`src/rtl/shift_register_bank_if.sv`:
```
// shift_register_bank_if
// Groups the operation controls and data outputs of shift_register_bank.
//   master : drives clr/shift/ld/addr/dataIn and observes the bank outputs
//   slave  : the bank itself
// Signals:
//   clr, shift, ld  operation requests (priority clr > shift > ld)
//   addr   [AW]     entry index for ld
//   dataIn [SIZE]   write/shift data
//   dataOut[SIZE]   oldest entry (DEPTH-1)
//   dataAll[SIZE*DEPTH] all entries, entry i at [i*SIZE +: SIZE]
//   count  [CW]     valid entries from shifts, saturating at DEPTH
//   full            count == DEPTH
interface shift_register_bank_if #(
  parameter int SIZE  = 32,
  parameter int DEPTH = 28
);
  localparam int AW = $clog2(DEPTH);
  localparam int CW = $clog2(DEPTH + 1);

  logic                  clr;
  logic                  shift;
  logic                  ld;
  logic [AW-1:0]         addr;
  logic [SIZE-1:0]       dataIn;
  logic [SIZE-1:0]       dataOut;
  logic [SIZE*DEPTH-1:0] dataAll;
  logic [CW-1:0]         count;
  logic                  full;

  modport master (
    output clr, shift, ld, addr, dataIn,
    input  dataOut, dataAll, count, full
  );

  modport slave (
    input  clr, shift, ld, addr, dataIn,
    output dataOut, dataAll, count, full
  );
endinterface

```
`src/rtl/shift_register_bank.sv`:
```
// shift_register_bank
// Bank of DEPTH entries of SIZE bits acting as a delay line / line buffer
// (shift-in at entry 0) with an addressed single-entry load, plus a
// saturating fill counter and a full flag.
// Ports:
//   clk  rising-edge clock
//   rst  synchronous reset, active-low
//   bus  shift_register_bank_if.slave (controls in, data/count/full out)
// All outputs come straight from registers.
module shift_register_bank #(
  parameter int SIZE  = 32,
  parameter int DEPTH = 28
) (
  input  logic                 clk,
  input  logic                 rst,
  shift_register_bank_if.slave bus
);
  localparam int AW = $clog2(DEPTH);
  localparam int CW = $clog2(DEPTH + 1);

  localparam logic [AW:0]   DEPTH_A = (AW + 1)'(DEPTH);
  localparam logic [CW-1:0] DEPTH_C = CW'(DEPTH);

  logic [DEPTH-1:0][SIZE-1:0] entries_q, entries_d;
  logic [CW-1:0]              count_q, count_d;
  logic                       full_q, full_d;
  logic                       addrOk;

  // When DEPTH is not a power of two the address can point past the bank;
  // such loads are silently dropped.
  assign addrOk = ({1'b0, bus.addr} < DEPTH_A);

  // Next-state logic. clr beats shift beats ld, and a shift drops any
  // simultaneous load completely. dataIn is only looked at when an
  // operation is actually taken, so X on it while idle cannot leak in.
  always_comb begin
    entries_d = entries_q;
    count_d   = count_q;
    if (bus.clr) begin
      entries_d = '0;
      count_d   = '0;
    end else if (bus.shift) begin
      entries_d[0] = bus.dataIn;
      for (int i = 1; i < DEPTH; i++) begin
        entries_d[i] = entries_q[i-1];
      end
      if (count_q != DEPTH_C) begin
        count_d = count_q + CW'(1);
      end
    end else if (bus.ld && addrOk) begin
      entries_d[bus.addr] = bus.dataIn;
    end
    // Registering full alongside count keeps it in step with the
    // registered count while keeping the output free of logic.
    full_d = (count_d == DEPTH_C);
  end

  // State register with synchronous active-low reset.
  always_ff @(posedge clk) begin
    if (!rst) begin
      entries_q <= '0;
      count_q   <= '0;
      full_q    <= 1'b0;
    end else begin
      entries_q <= entries_d;
      count_q   <= count_d;
      full_q    <= full_d;
    end
  end

  assign bus.dataOut = entries_q[DEPTH-1];
  assign bus.dataAll = entries_q;
  assign bus.count   = count_q;
  assign bus.full    = full_q;
endmodule

```
`src/flat_wrapper.sv`:
```
// flat-port wrapper written by rule: the top's interface ports become plain ports
module shift_register_bank_flat 
#(
  parameter int SIZE  = 32,
  parameter int DEPTH = 28
)
  (clk, rst, bus_clr, bus_shift, bus_ld, bus_addr, bus_dataIn, bus_dataOut, bus_dataAll, bus_count, bus_full);
  shift_register_bank_if #(.SIZE(SIZE), .DEPTH(DEPTH)) bus_i ();
  input  logic clk;
  input  logic rst;
  input wire logic [$bits(bus_i.clr)-1:0] bus_clr;
  input wire logic [$bits(bus_i.shift)-1:0] bus_shift;
  input wire logic [$bits(bus_i.ld)-1:0] bus_ld;
  input wire logic [$bits(bus_i.addr)-1:0] bus_addr;
  input wire logic [$bits(bus_i.dataIn)-1:0] bus_dataIn;
  output wire logic [$bits(bus_i.dataOut)-1:0] bus_dataOut;
  output wire logic [$bits(bus_i.dataAll)-1:0] bus_dataAll;
  output wire logic [$bits(bus_i.count)-1:0] bus_count;
  output wire logic [$bits(bus_i.full)-1:0] bus_full;
  assign bus_i.clr = bus_clr;
  assign bus_i.shift = bus_shift;
  assign bus_i.ld = bus_ld;
  assign bus_i.addr = bus_addr;
  assign bus_i.dataIn = bus_dataIn;
  assign bus_dataOut = bus_i.dataOut;
  assign bus_dataAll = bus_i.dataAll;
  assign bus_count = bus_i.count;
  assign bus_full = bus_i.full;
  shift_register_bank #(.SIZE(SIZE), .DEPTH(DEPTH)) u_core (.clk(clk), .rst(rst), .bus(bus_i));
endmodule
```
`config.mk`:
```
export PLATFORM = sky130hd
export DESIGN_NAME = shift_register_bank_flat
export DESIGN_NICKNAME = d
export VERILOG_FILES = /design/src/rtl/shift_register_bank_if.sv /design/src/rtl/shift_register_bank.sv /design/src/flat_wrapper.sv
export SDC_FILE = /design/constraint.sdc
export NUM_CORES = 2
export LEC_CHECK = 0
export BUFFER_PORTS_ARGS = -buffer_cell sky130_fd_sc_hd__buf_2
export CAP_MARGIN = 25
export CORE_AREA = 2 2 384 386
export CTS_CLUSTER_DIAMETER = 80
export DETAILED_ROUTE_END_ITERATION = 6
export DIE_AREA = 0 0 386 388
export PLACE_DENSITY = 0.45
export SLEW_MARGIN = 30
export SYNTH_ARGS = -nofsm -noshare
export SYNTH_HDL_FRONTEND = slang
export SYNTH_SLANG_ARGS = --single-unit
```
`constraint.sdc`:
```
create_clock -name clk -period 2 [get_ports clk]
set_input_delay 0.2 -clock clk [delete_from_list [all_inputs] [get_ports clk]]
set_output_delay 0.2 -clock clk [all_outputs]
set_load 0.01 [all_outputs]
```
==> summary.txt <==
Floorplanning
  – Die area: 150000 sq um
  – Initial Utilization: between 20% and 30%
  – I/O Pins: roughly 980
  – Core footprint: 145000 sq um
  – Row count: 140
  – Die height: 388 um
  – Die span in x: 386 um

Yosys
  – Netlist cell types: 41
  – Post-synthesis simple-gate area fraction: around a quarter
  – Ys flop type: dfxtp_1
  – Synth Area in Adders: 0.0616%
  – EDFF count, synth: 0
  – Compound-Gate Fraction of Synth Area: 20.9%
  – Yosys warns: 0
  – Xor-xnor portion of the synthesized cell area: 0%
  – Combinational family with the most area after synthesis: simple AND/OR/NAND/NOR gates
  – Synth Cell Area: approximately 41000 sq um
  – Synthesized area per cell: around 8 sq um
  – Seq/Total Area, Yosys: between 40% and 50%
  – FF+latch count, synth: around 900
  – Async SR Flop Fraction: 0%
  – Synth Net Count: 5170
  – Cells after Synth: slightly above 5000
  – Post-synthesis mux area share: less than 1%

Route
  – DR iter-0 viols: 5096
  – Vias/cell: 5.69
  – Drt drc: 0
  – Routed Antenna Nets: 0
  – Vias: about 45000
  – First-pass detailed-route iteration total: 5
  – Avg WL per Cell: approximately 30 um
  – Final wirelength: 234000 um

Pwr
  – Leakage power figure: 0.0207 uW
  – Pwr/cell area: 867 nW/um^2
  – Sw frac: 29.4%
  – Cell-internal power: 32200 uW
  – Part of the power in combinational logic: about an eighth
  – Clk pwr share: between 40% and 50%
  – Net switching power: ~13000 uW
  – IR drop worst, VDD: 679 uV
  – Seq pwr share: 42.5%

Global route
  – Initial antenna violation count: 11
  – Met1 Usage GRT: 39.2%
  – Vias in the first global route: 41000
  – Grt ovf: 0
  – GR Layer Usage met2: 45.4%
  – First-pass GRT wire length: 324000 um
  – Global route hottest layer: met2
  – GRT Overall Usage: 29.6%
  – Largest net degree at the start of global routing: 103
  – Met3 Usage GRT: 6.24%

Timing
  – Final Hold Viols: 0
  – Final min period: roughly 1800 ps
  – Rel. slew slack: 54.2%
  – FMAX: 547 MHz
  – Final TNS setup: 0 ps
  – Setup Viol. Count Final: 0
  – RSZ-0062 raised after global routing: no
  – Hold WS: 142 ps
  – Tightest Pin Transition: 688 ps
  – Post-Route Skew: 19.1 ps
  – Period utilization: between 90% and 100%
  – Max-slew violations: 0

Worst setup path
  – CP endpoint: bus_dataAll[636]
  – Cells on worst reg2reg path: 6
  – CP startpoint: u_core.bus.dataAll[636]$_SDFFE_PP0P_
  – CP Launch Type: flip-flop
  – Reg2reg setup slack: 340 ps
  – Crit path DAT: 1630 ps
  – R2R Path End: u_core.bus.full$_SDFF_PN0_
  – WP buf/inv: 1
  – Max stage delay cell, worst path: dfxtp_1
  – Crit path max-delay family: flip-flops
  – Critical path class: reg -> out
  – CP Cell Sequence: buf_2
  – CP Max Fanout: 3
  – CP Capture Type: output pin
  – Largest stage delay, worst path: roughly 640 ps
  – WP depth: 1
  – Worst R2R Start: u_core.bus.count[0]$_SDFF_PN0_
  – Required time at the worst-slack endpoint: 1800 ps

Placement
  – PortBufs: 975
  – Post-DP HPWL: 168000 um
  – Gpl congestion: 0.896

Clocking
  – Clock network latency to the later pin of the worst-skew pair: about 730 ps
  – Number of buffers created by CTS: 108
  – CTS tree: done
  – Clock sink count: 902
  – Clock-pin slew on the worst setup and hold paths: 60 ps
  – # resized after CTS: 0
  – Clock Tree Root: clkbuf_16
  – CTS HTree Levels: 3
  – CTS max path bufs: 3
  – Post-CTS Setup Bufs: 0

Min path
  – Min-delay src: bus_ld
  – Hold Path Class: in -> reg

Cells and area
  – Share of cells above drive strength 1: 25.9%
  – Layout area overhead: 29.3%
  – Nets: 5875

Run status
  – Status: finished, final reports clean

Flow run
  – Max-Cap Viols: 0
## repair_timing
item	CTS	global route
hold buffers	35	0
setup endpoints to repair	0	0
hold endpoints to repair	131	0
## metal layers
metal  share of wire, %  up-vias
li1                   -    19800
met1                 42    22100
met2                 45     2224
met3                8.4      426
met4                5.2        4
met5              0.011        -
## stage by stage
stage / setup WS, ps / util [%] / total power (uW) / area [sq um] / std cells
2_1_floorplan: 486 / - / 22200 / 40600 / 5126
3_3_place_gp: 149 / 33.4 / 25200 / 48500 / 7603
3_5_place_dp: 101 / 33.4 / 25300 / 48500 / 7603
4_1_cts: 115 / 36.2 / 45800 / 52500 / 7837
5_1_grt: 144 / 36.2 / 46900 / 52500 / 7842
6_report: 171 / 36.2 / 45600 / 52500 / 7847
## cells in the mapped netlist (all sizes together), types with 34 or more instances
| cell | number | area, sq um |
|---|---|---|
| nor2 | 805 | 3030 |
| inv | 99 | 372 |
| nand3 | 738 | 3690 |
| buf | 294 | 1660 |
| mux2i | 34 | 340 |
| clkbuf | 395 | 1480 |
| nor3 | 35 | 180 |
| a311oi | 768 | 6730 |
| nand2 | 764 | 2870 |
| dfxtp | 902 | 18100 |
| a21oi | 131 | 659 |
| o221a | 96 | 1080 |
| nand2b | 37 | 231 |
## registers in the layout (all words and copies together), names as in the netlist
signal	flops
u_core.bus.dataAll	864
u_core.bus.dataOut	32
u_core.bus.count	5
u_core.bus.full	1
## power groups by stage
| stage | clock (uW) | sequential, uW | combinational (uW) |
|---|---|---|---|
| 2_1_floorplan | 0 | 19700 | 2570 |
| 3_3_place_gp | 0 | 19700 | 5520 |
| 3_5_place_dp | 0 | 19700 | 5540 |
| 4_1_cts | 20800 | 19300 | 5610 |
| 5_1_grt | 21500 | 19400 | 6000 |
| 6_report | 20500 | 19400 | 5650 |
## worst reg2reg max path: cells and delay by family, from the launching register on
kind                       cells  cell delay (ps)
DFF                            1              400
buffers and inverters          1               60
and+or+nand+nor                3              600
adders and majority gates      1              240
AOI/OAI and AO/OA              1              230
## logic make-up after synthesis
kind of cell | count (synthesis)
AND/OR/NAND/NOR | 2400
AO/OA/AOI/OAI | 1000
flip-flops | 902
buffers and inverters | 788
multiplexers | 34
adder cells (fa/ha/maj) | 2
## worst min path at each step
| stage | end | slack, ps | cells after the start |
|---|---|---|---|
| floorplan | u_core.bus.count[0]$_SDFF_PN0_ | 320 | 1 |
| finish | u_core.bus.dataAll[476]$_SDFFE_PP0P_ | 140 | 4 |
| detailed placement | u_core.bus.count[0]$_SDFF_PN0_ | 470 | 2 |
| CTS | u_core.bus.dataAll[476]$_SDFFE_PP0P_ | 80 | 4 |
| global placement | u_core.bus.count[0]$_SDFF_PN0_ | 470 | 2 |
| global route | u_core.bus.dataAll[476]$_SDFFE_PP0P_ | 160 | 4 |
## area by class of cell
| type | count | area (sq um) |
|---|---|---|
| diodes | 10 | 25.0 |
| clock buffers | 166 | 3240 |
| clock inverters | 33 | 377 |
| fillers | 15300 | 92700 |
| inverters | 99 | 379 |
| multi-input cells | 3436 | 19100 |
| flip-flops and latches | 902 | 18100 |
| well taps | 1917 | 2400 |
| repair buffers | 1284 | 8920 |
## cell usage in the layout (no fill, tap or decap), types with 2 or more instances in the layout
cell type / instances
a21oi_1: 130
a311oi_1: 768
and2_1: 2
and3b_4: 3
and4_1: 2
and4b_4: 2
buf_12: 130
buf_2: 974
buf_4: 145
bufinv_16: 5
clkbuf_1: 27
clkbuf_16: 109
clkbuf_8: 30
clkinv_2: 18
clkinv_4: 2
clkinv_8: 2
dfxtp_1: 902
diode_2: 10
dlygate4sd3_1: 35
ha_1: 2
inv_1: 98
inv_16: 3
inv_6: 3
mux2i_1: 34
nand2_1: 764
nand2b_1: 36
nand3_1: 738
nor2_1: 804
nor2b_4: 2
nor3_1: 34
nor3b_2: 2
o21ai_0: 2
o221a_1: 5
o221a_2: 91
Note: power is estimated with default switching activity, not from simulation.
